===== config.mk =====
export PLATFORM = sky130hd
export DESIGN_NAME = dmem_arbiter_flat
export DESIGN_NICKNAME = d
export VERILOG_FILES = /design/src/rtl/dmem_arbiter_if.sv /design/src/rtl/dmem_arbiter.sv /design/src/flat_wrapper.sv
export SDC_FILE = /design/constraint.sdc
export NUM_CORES = 1
export LEC_CHECK = 0
export CORE_AREA = 2 2 126 128
export DETAILED_ROUTE_END_ITERATION = 8
export DIE_AREA = 0 0 128 130
export PLACE_DENSITY_LB_ADDON = 0.2
export SKIP_CTS_REPAIR_TIMING = 1
export SLEW_MARGIN = 20
export SYNTH_ARGS = -nofsm -noshare
export SYNTH_HDL_FRONTEND = slang
export SYNTH_SLANG_ARGS = --single-unit

===== constraint.sdc =====
create_clock -name clk -period 2.4 [get_ports clk]
set_input_delay 0.6 -clock clk [delete_from_list [all_inputs] [get_ports clk]]
set_output_delay 0.6 -clock clk [all_outputs]
set_load 0.02 [all_outputs]

===== src/rtl/dmem_arbiter_if.sv =====
// dmem_arbiter_if: CPU, DMA and memory-side signals of the shared data-memory port.
interface dmem_arbiter_if #(parameter int CNT_W = 16);
  logic             cpu_req;
  logic [3:0]       cpu_we;
  logic [31:0]      cpu_addr;
  logic [31:0]      cpu_wdata;
  logic [31:0]      cpu_rdata;
  logic             cpu_stall;
  logic             dma_req;
  logic [3:0]       dma_we;
  logic [31:0]      dma_addr;
  logic [31:0]      dma_wdata;
  logic             dma_gnt;
  logic             dma_rvalid;
  logic [31:0]      dma_rdata;
  logic [3:0]       mem_we;
  logic [31:0]      mem_addr;
  logic [31:0]      mem_wdata;
  logic [31:0]      mem_rdata;
  logic [CNT_W-1:0] stall_count;
  modport master (
    output cpu_req, cpu_we, cpu_addr, cpu_wdata, dma_req, dma_we, dma_addr, dma_wdata, mem_rdata,
    input  cpu_rdata, cpu_stall, dma_gnt, dma_rvalid, dma_rdata, mem_we, mem_addr, mem_wdata, stall_count
  );
  modport slave (
    input  cpu_req, cpu_we, cpu_addr, cpu_wdata, dma_req, dma_we, dma_addr, dma_wdata, mem_rdata,
    output cpu_rdata, cpu_stall, dma_gnt, dma_rvalid, dma_rdata, mem_we, mem_addr, mem_wdata, stall_count
  );
endinterface


===== src/rtl/dmem_arbiter.sv =====
// dmem_arbiter: CPU-priority arbiter for the data-memory port with a DMA starvation guard.
module dmem_arbiter #(
  parameter int STARVE_LIMIT = 4,
  parameter int CNT_W        = 16
) (
  input logic            clk,
  input logic            rst_n,
  dmem_arbiter_if.slave  bus
);
  localparam logic [0:0] CPU_PRI = 1'b0;
  localparam logic [0:0] DMA_PRI = 1'b1;
  logic [0:0]       state;
  logic [7:0]       starve;
  logic [CNT_W-1:0] cnt;
  logic             rvalid;
  logic [31:0]      rdata;
  logic             dma_own;
  logic             cpu_own;
  logic             dma_blocked;
  logic             starved;
  logic             dma_rd;
  always_comb begin
    dma_own     = bus.dma_req & (state == DMA_PRI | ~bus.cpu_req);
    cpu_own     = bus.cpu_req & ~dma_own;
    dma_blocked = bus.dma_req & cpu_own;
    starved     = dma_blocked & ({1'b0, starve} + 9'd1 >= 9'(STARVE_LIMIT));
    dma_rd      = dma_own & ~|bus.dma_we;
  end
  // An idle cycle drives zeros so memory never sees a stray write enable.
  assign bus.mem_we      = dma_own ? bus.dma_we    : cpu_own ? bus.cpu_we    : 4'h0;
  assign bus.mem_addr    = dma_own ? bus.dma_addr  : cpu_own ? bus.cpu_addr  : 32'h0;
  assign bus.mem_wdata   = dma_own ? bus.dma_wdata : cpu_own ? bus.cpu_wdata : 32'h0;
  assign bus.cpu_rdata   = bus.mem_rdata;
  assign bus.cpu_stall   = bus.cpu_req & ~cpu_own;
  assign bus.dma_gnt     = dma_own;
  assign bus.dma_rvalid  = rvalid;
  assign bus.dma_rdata   = rdata;
  assign bus.stall_count = cnt;
  always_ff @(posedge clk or negedge rst_n) begin
    if (!rst_n) begin
      state  <= CPU_PRI;
      starve <= 8'd0;
      cnt    <= '0;
      rvalid <= 1'b0;
      rdata  <= 32'h0;
    end else begin
      state  <= starved ? DMA_PRI : CPU_PRI;
      starve <= (dma_blocked & ~starved) ? starve + 8'd1 : 8'd0;
      rvalid <= dma_rd;
      if (dma_rd) rdata <= bus.mem_rdata;
      if (bus.cpu_stall & ~&cnt) cnt <= cnt + CNT_W'(1);
    end
  end
endmodule

===== src/flat_wrapper.sv =====
// flat-port wrapper written by rule: the top's interface ports become plain ports
module dmem_arbiter_flat 
#(
  parameter int STARVE_LIMIT = 4,
  parameter int CNT_W        = 16
)
  (clk, rst_n, bus_cpu_req, bus_cpu_we, bus_cpu_addr, bus_cpu_wdata, bus_dma_req, bus_dma_we, bus_dma_addr, bus_dma_wdata, bus_mem_rdata, bus_cpu_rdata, bus_cpu_stall, bus_dma_gnt, bus_dma_rvalid, bus_dma_rdata, bus_mem_we, bus_mem_addr, bus_mem_wdata, bus_stall_count);
  dmem_arbiter_if #(.CNT_W(CNT_W)) bus_i ();
  input logic clk;
  input logic rst_n;
  input wire logic [$bits(bus_i.cpu_req)-1:0] bus_cpu_req;
  input wire logic [$bits(bus_i.cpu_we)-1:0] bus_cpu_we;
  input wire logic [$bits(bus_i.cpu_addr)-1:0] bus_cpu_addr;
  input wire logic [$bits(bus_i.cpu_wdata)-1:0] bus_cpu_wdata;
  input wire logic [$bits(bus_i.dma_req)-1:0] bus_dma_req;
  input wire logic [$bits(bus_i.dma_we)-1:0] bus_dma_we;
  input wire logic [$bits(bus_i.dma_addr)-1:0] bus_dma_addr;
  input wire logic [$bits(bus_i.dma_wdata)-1:0] bus_dma_wdata;
  input wire logic [$bits(bus_i.mem_rdata)-1:0] bus_mem_rdata;
  output wire logic [$bits(bus_i.cpu_rdata)-1:0] bus_cpu_rdata;
  output wire logic [$bits(bus_i.cpu_stall)-1:0] bus_cpu_stall;
  output wire logic [$bits(bus_i.dma_gnt)-1:0] bus_dma_gnt;
  output wire logic [$bits(bus_i.dma_rvalid)-1:0] bus_dma_rvalid;
  output wire logic [$bits(bus_i.dma_rdata)-1:0] bus_dma_rdata;
  output wire logic [$bits(bus_i.mem_we)-1:0] bus_mem_we;
  output wire logic [$bits(bus_i.mem_addr)-1:0] bus_mem_addr;
  output wire logic [$bits(bus_i.mem_wdata)-1:0] bus_mem_wdata;
  output wire logic [$bits(bus_i.stall_count)-1:0] bus_stall_count;
  assign bus_i.cpu_req = bus_cpu_req;
  assign bus_i.cpu_we = bus_cpu_we;
  assign bus_i.cpu_addr = bus_cpu_addr;
  assign bus_i.cpu_wdata = bus_cpu_wdata;
  assign bus_i.dma_req = bus_dma_req;
  assign bus_i.dma_we = bus_dma_we;
  assign bus_i.dma_addr = bus_dma_addr;
  assign bus_i.dma_wdata = bus_dma_wdata;
  assign bus_i.mem_rdata = bus_mem_rdata;
  assign bus_cpu_rdata = bus_i.cpu_rdata;
  assign bus_cpu_stall = bus_i.cpu_stall;
  assign bus_dma_gnt = bus_i.dma_gnt;
  assign bus_dma_rvalid = bus_i.dma_rvalid;
  assign bus_dma_rdata = bus_i.dma_rdata;
  assign bus_mem_we = bus_i.mem_we;
  assign bus_mem_addr = bus_i.mem_addr;
  assign bus_mem_wdata = bus_i.mem_wdata;
  assign bus_stall_count = bus_i.stall_count;
  dmem_arbiter #(.STARVE_LIMIT(STARVE_LIMIT), .CNT_W(CNT_W)) u_core (.clk(clk), .rst_n(rst_n), .bus(bus_i));
endmodule

==> metrics.yaml, run 1 <==
outcome:
  outcome: "complete, no violations"
timing:
  hold_viol: 0
  worstMarginPinSlew_ns: 0.7410
  fin_crit_ns: 2.341
  finClkSkew_ns: 0.005163
  fmax_mhz: 427.2
  setup_ws_ns: 0.05927
  maxSlewViolCount: 0
  slew_headroom_pct: 50.60
  setup_violations: 0
  min_period_over_period_pct: 97.53
  rsz0062_at_grt: "false"
detailed_routing:
  vias: 4225
  drt-total-wl_um: 16060
  drc_errors: 0
  drtIter0Drc: 183
  first_pass_iters: 4
  postRouteAntennaNets: 0
  wl_per_cell_um: 17.12
  vias_per_cell: 4.504
critical_path:
  cp-end-kind: "output port"
  worst-path-buf-inv: 5
  cp_data_arrival_time_ns: 1.74
  r2r.worst_path.cells: 8
  worstPathCellList: "dlymetal6s2s_1 -> a21boi_4 -> buf_6 -> clkbuf_16 -> buf_4 -> nand2_1 -> o21ai_0 -> buf_4"
  cp_max_fo: 5
  worstPathRequired_ns: 1.80
  critPathMaxStageDelay_ns: 0.31
  crit_family: "buffers and inverters"
  rrSetupSlack_ns: 0.48
  startpoint: "bus_dma_req"
  critPathKind: "primary input to output port"
  start_kind: "primary input"
  slowest_stage: "a21boi_4"
  reg2reg_from: "u_core.state$_DFF_PN0_"
  crit_top_cell: "buf_4"
  r2r-end: "u_core.bus.dma_rdata[8]$_DFFE_PN0P_"
global_route:
  grt_pass1_vias: 4117
  track_usage_pct: 17.17
  grt_pass1_wl_um: 22070
  grt_start_max_net_pins: 74
  antenna_found_initial: 0
  grt-ovfl-total: 0
logic_synthesis:
  netlist_area_mm2: 0.003563
  ys.flop_type: "dfrtp_1"
  synth_seq_cells: 58
  yosysSeqAreaShare_pct: 40.73
  syn-mean-instance-area_um2: 8.268
  synth_top_cell_area_share_pct: 40.73
  synth_top_area_cell: "dfrtp_1"
  syn_inst: 431
  async_flop_share_pct: 100.0
  ys.warnings.count: 0
  ys_types: 35
  synth_area_leaders: "dfrtp_1, nand2_1, mux2_1"
  synth_edf_count: 0
place:
  dpl_worst_slack_ns: -0.7416
  gp_congestion: 0.8481
  dpl.hpwl_um: 11960
  dp_cells: 918
  postPlaceCellArea_mm2: 0.006930
  io_buffers: 322
clocking:
  cts_made_buffers: 9
  clk_pin_slew_ns: 0.05
  clock_sinks: 58
  cts_root_buf: "clkbuf_16"
  clk_latency_ns: 0.32
  htree_levels: 3
  cts_tree: "done"
  cts_buffer_depth: 2
floorplan:
  initial_core_util_pct: 23.10
  floorplan.rows: 46
  die_w_um: 128
  io_pins: 323
  die_y_um: 130
  core_area_mm2: 0.01542
  fp.dieArea_mm2: 0.01664
pwr:
  pwr_density_cell_mw_per_mm2: 537.8
  leakage_nw: 3.908
  vdd_drop_max_mv: 0.4346
worst_hold_path:
  worst_hold_path_type: "primary input to async pin"
job:
  cap_violations: 0
finish:
  fillerInstances: 1471
  syn_to_final_growth_pct: 107.8
  fin_area_mm2: 0.007403
  diodes: 0
  final_common_cell: "clkdlybuf4s50_1"
  final_nets: 919
  final_cell_mix: "clkdlybuf4s50_1, nand2_1, dlymetal6s2s_1, dfrtp_1, o21ai_0"
  final_cells: 938
  drive_above_1_share_pct: 9.517
==> cell usage after synthesis (all sizes together), types with 2 or more instances <==
| master | instances |
|---|---|
| nand2 | 142 |
| o21ai | 69 |
| dfrtp | 58 |
| buf | 41 |
| mux2 | 36 |
| clkbuf | 17 |
| nand3 | 9 |
| xor2 | 9 |
| a21oi | 8 |
| nor2 | 7 |
| inv | 5 |
| nand4 | 5 |
| nor3 | 4 |
| ha | 3 |
| nor4 | 3 |
| or4 | 3 |
| a211oi | 2 |
| a21boi | 2 |
| a31oi | 2 |
| and3 | 2 |
==> registers in the layout (all words and copies together) (netlist names) <==
name / count
u_core.bus.dma_rdata: 32
u_core.bus.dma_rvalid: 1
u_core.bus.stall_count: 16
u_core.starve: 8
u_core.state: 1
==> logic make-up after synthesis <==
| logic type | after synthesis | share of synthesized area (%) |
|---|---|---|
| flops | 58 | 40.73 |
| fa+ha+maj | 3 | 1.053 |
| compound gates | 84 | 12.54 |
| xor+xnor | 10 | 2.458 |
| buf+inv | 63 | 10.46 |
| mux | 36 | 11.38 |
| simple gates | 176 | 21.28 |
| other cells | 1 | 0.1052 |
==> worst reg2reg max path: stages, from the launching register on <==
cell,delay [ns]
dfrtp_1,0.34
inv_1,0.08
a21boi_4,0.26
buf_6,0.18
buf_6,0.19
buf_4,0.14
nand2_2,0.05
buf_12,0.18
mux2_1,0.37
==> worst max-delay path by stage <==
stage / endpoint / slack (ns) / depth (start not counted)
final: bus_mem_wdata[31] / 0.06 / 8
after global placement: bus_mem_wdata[10] / -0.72 / 6
after floorplan: bus_mem_addr[0] / 0.07 / 7
after CTS: bus_mem_addr[3] / -0.75 / 6
after global routing: bus_mem_addr[6] / 0.003 / 8
after detailed placement: bus_mem_addr[3] / -0.74 / 6
==> power by group <==
group,internal (mW),switching [mW]
combinational,0.848,0.752
sequential,1.13,0.105
clock,0.736,0.407
total,2.72,1.26
==> layer usage <==
| metal | global-route usage [%] | share of wire (%) | vias up | wire length (µm) |
|---|---|---|---|---|
| met1 | 20.21 | 39 | 1975 | 6338 |
| met3 | 5.904 | 9.7 | 26 | 1555 |
| met2 | 29.22 | 48 | 193 | 7744 |
| met4 | 6.206 | 2.6 | 0 | 416 |
| met5 | 0 | 0 | - | 0 |
| li1 | - | - | 2031 | - |
==> final cells by class <==
cell class / instances / area, µm² / share of cell area [%]
clock buffer: 13 / 260.3 / 3.515
inverter: 5 / 18.77 / 0.2535
multi-input combinational: 315 / 1769 / 23.90
sequential: 58 / 1451 / 19.60
tap: 192 / 240.2 / 3.245
timing repair buffer: 355 / 3664 / 49.48
==> per-stage QoR <==
step                      TNS, ns  utilization, %  power, mW  hold WS (ns)
after floorplan                 0               -      1.904        0.3044
after global placement     -45.24           44.93      2.840        0.4605
after detailed placement   -47.69           44.93      2.854        0.4799
after CTS                  -43.89           46.62      4.029        0.4492
after global routing            0           48.00      4.190        0.5065
final                           0           48.00      3.982        0.4191
Note: power is estimated with default switching activity, not from simulation.
==> run 2, diff against run 1 <==
- clock period: 2.4 -> 2.9 ns (I/O delays scaled with it)
==> run 2 against run 1 <==
Core utilization is 0.38 points lower. Sequential cell count unchanged. Non-clock buffer count is 9 lower. Largest power group unchanged. Die area stayed put.
==> metrics.yaml, run 2 (synthesized netlist as in run 1, its figures left out) <==
critical_path:
  rrSetupSlack_ns: 1.02
  slowest_stage: "clkdlybuf4s50_1"
  cp_max_fo: 37
  cp-end-kind: "output port"
  cp_data_arrival_time_ns: 2.12
  reg2reg_from: "u_core.bus.stall_count[0]$_DFFE_PN0P_"
  worstPathRequired_ns: 2.17
  critPathMaxStageDelay_ns: 0.63
  r2r.worst_path.cells: 5
  critPathKind: "primary input to output port"
  r2r-end: "u_core.bus.stall_count[1]$_DFFE_PN0P_"
  start_kind: "primary input"
  worstPathCellList: "dlymetal6s2s_1 -> a21boi_4 -> buf_12 -> nand2_1 -> o21ai_0 -> clkdlybuf4s50_1"
floorplan:
  initial_core_util_pct: 23.10
  die_w_um: 128
  die_y_um: 130
  floorplan.rows: 46
  core_area_mm2: 0.01542
  io_pins: 323
  fp.dieArea_mm2: 0.01664
pwr:
  pwr_density_cell_mw_per_mm2: 457.7
  total_power_mw: 3.362
  leakage_nw: 3.757
  vdd_drop_max_mv: 0.3732
global_route:
  grt_pass1_vias: 4030
  grt_start_max_net_pins: 66
  grt-ovfl-total: 0
  antenna_found_initial: 1
  track_usage_pct: 17.14
  grt_pass1_wl_um: 22140
finish:
  fin_area_mm2: 0.007345
  final_core_util_pct: 47.62
  final_cells: 931
  multi_input_area_mm2: 0.001769
  final_cell_mix: "clkdlybuf4s50_1, nand2_1, o21ai_0, dfrtp_1, dlymetal6s2s_1"
  regArea_mm2: 0.001451
  fillerInstances: 1484
  syn_to_final_growth_pct: 106.1
  drive_above_1_share_pct: 9.621
  largest_reg_flops: 32
  final_common_cell: "clkdlybuf4s50_1"
  final_nets: 910
timing:
  slew_headroom_pct: 49.67
  fin_crit_ns: 2.841
  min_period_over_period_pct: 97.97
  finalSetupTns_ns: 0
  worstMarginPinSlew_ns: 0.7549
  setup_violations: 0
  fmax_mhz: 352.0
  hold_viol: 0
  finClkSkew_ns: 0.004167
  maxSlewViolCount: 0
place:
  gp_congestion: 0.9450
  dpl.hpwl_um: 12130
  postPlaceCellArea_mm2: 0.006898
  io_buffers: 322
  dp_cells: 911
detailed_routing:
  first_pass_iters: 4
  wl_per_cell_um: 16.63
  vias: 4121
  drt-total-wl_um: 15480
  drtIter0Drc: 159
  vias_per_cell: 4.426
  postRouteAntennaNets: 0
  drc_errors: 0
clocking:
  clock_sinks: 58
  cts_tree: "done"
  clk_pin_slew_ns: 0.05
  cts_buffer_depth: 2
  clk_latency_ns: 0.32
  cts_made_buffers: 9
  htree_levels: 3
  cts_root_buf: "clkbuf_16"
job:
  cap_violations: 0
outcome:
  outcome: "complete, no violations"
worst_hold_path:
  worst_hold_path_type: "primary input to async pin"
[run 2: cell types whose count changed in the layout (fill, tap and decap cells not counted), sizes merged]
cell,change
clkdlybuf4s50,+4
buf,-5
clkinv,+2
bufinv,+1
diode,+1
dlymetal6s2s,-10
[run 2: cell type report]
cell class	instances	area share [%]
inverter	5	0.2555
clock buffer	11	3.441
multi-input combinational	315	24.09
clock inverter	3	0.5451
antenna	1	0.03407
timing repair buffer	346	48.60
tap	192	3.271
sequential	58	19.76
[run 2: report_power, final]
part / internal (mW) / switching (mW)
clock network: 0.697 / 0.332
logic: 0.696 / 0.615
registers: 0.938 / 0.0842
[run 2: metal layers]
| layer | share of wire [%] | wire (µm) | GRT usage [%] |
|---|---|---|---|
| met1 | 37 | 5728 | 19.04 |
| met2 | 49 | 7637 | 29.16 |
| met3 | 11 | 1634 | 7.175 |
| met5 | 0.10 | 16 | 0 |
| met4 | 3.0 | 463 | 7.111 |
[run 2: stage by stage]
stage               hold slack [ns]  worst slack, ns
finish                       0.4783          0.05899
detailed placement           0.4799          -0.4778
global placement             0.4635          -0.4184
global route                 0.4997        -0.003185
CTS                          0.4905          -0.4884
floorplan                    0.4294           0.2152
[run 2: how the worst max path moves through the flow]
stage                            from                 to  cells after the start
after floorplan           bus_cpu_req   bus_mem_addr[14]                      5
after global placement    bus_dma_req  bus_mem_wdata[22]                      6
after detailed placement  bus_dma_req  bus_mem_wdata[27]                      6
after CTS                 bus_dma_req  bus_mem_wdata[27]                      6
after global routing      bus_dma_req  bus_mem_wdata[19]                      6
final                     bus_dma_req  bus_mem_wdata[19]                      6
[run 2: critical path: cells and delay by family]
kind / cells / cell delay [ns]
compound gates: 2 / 0.36
simple gates: 1 / 0.06
buf+inv: 3 / 0.97
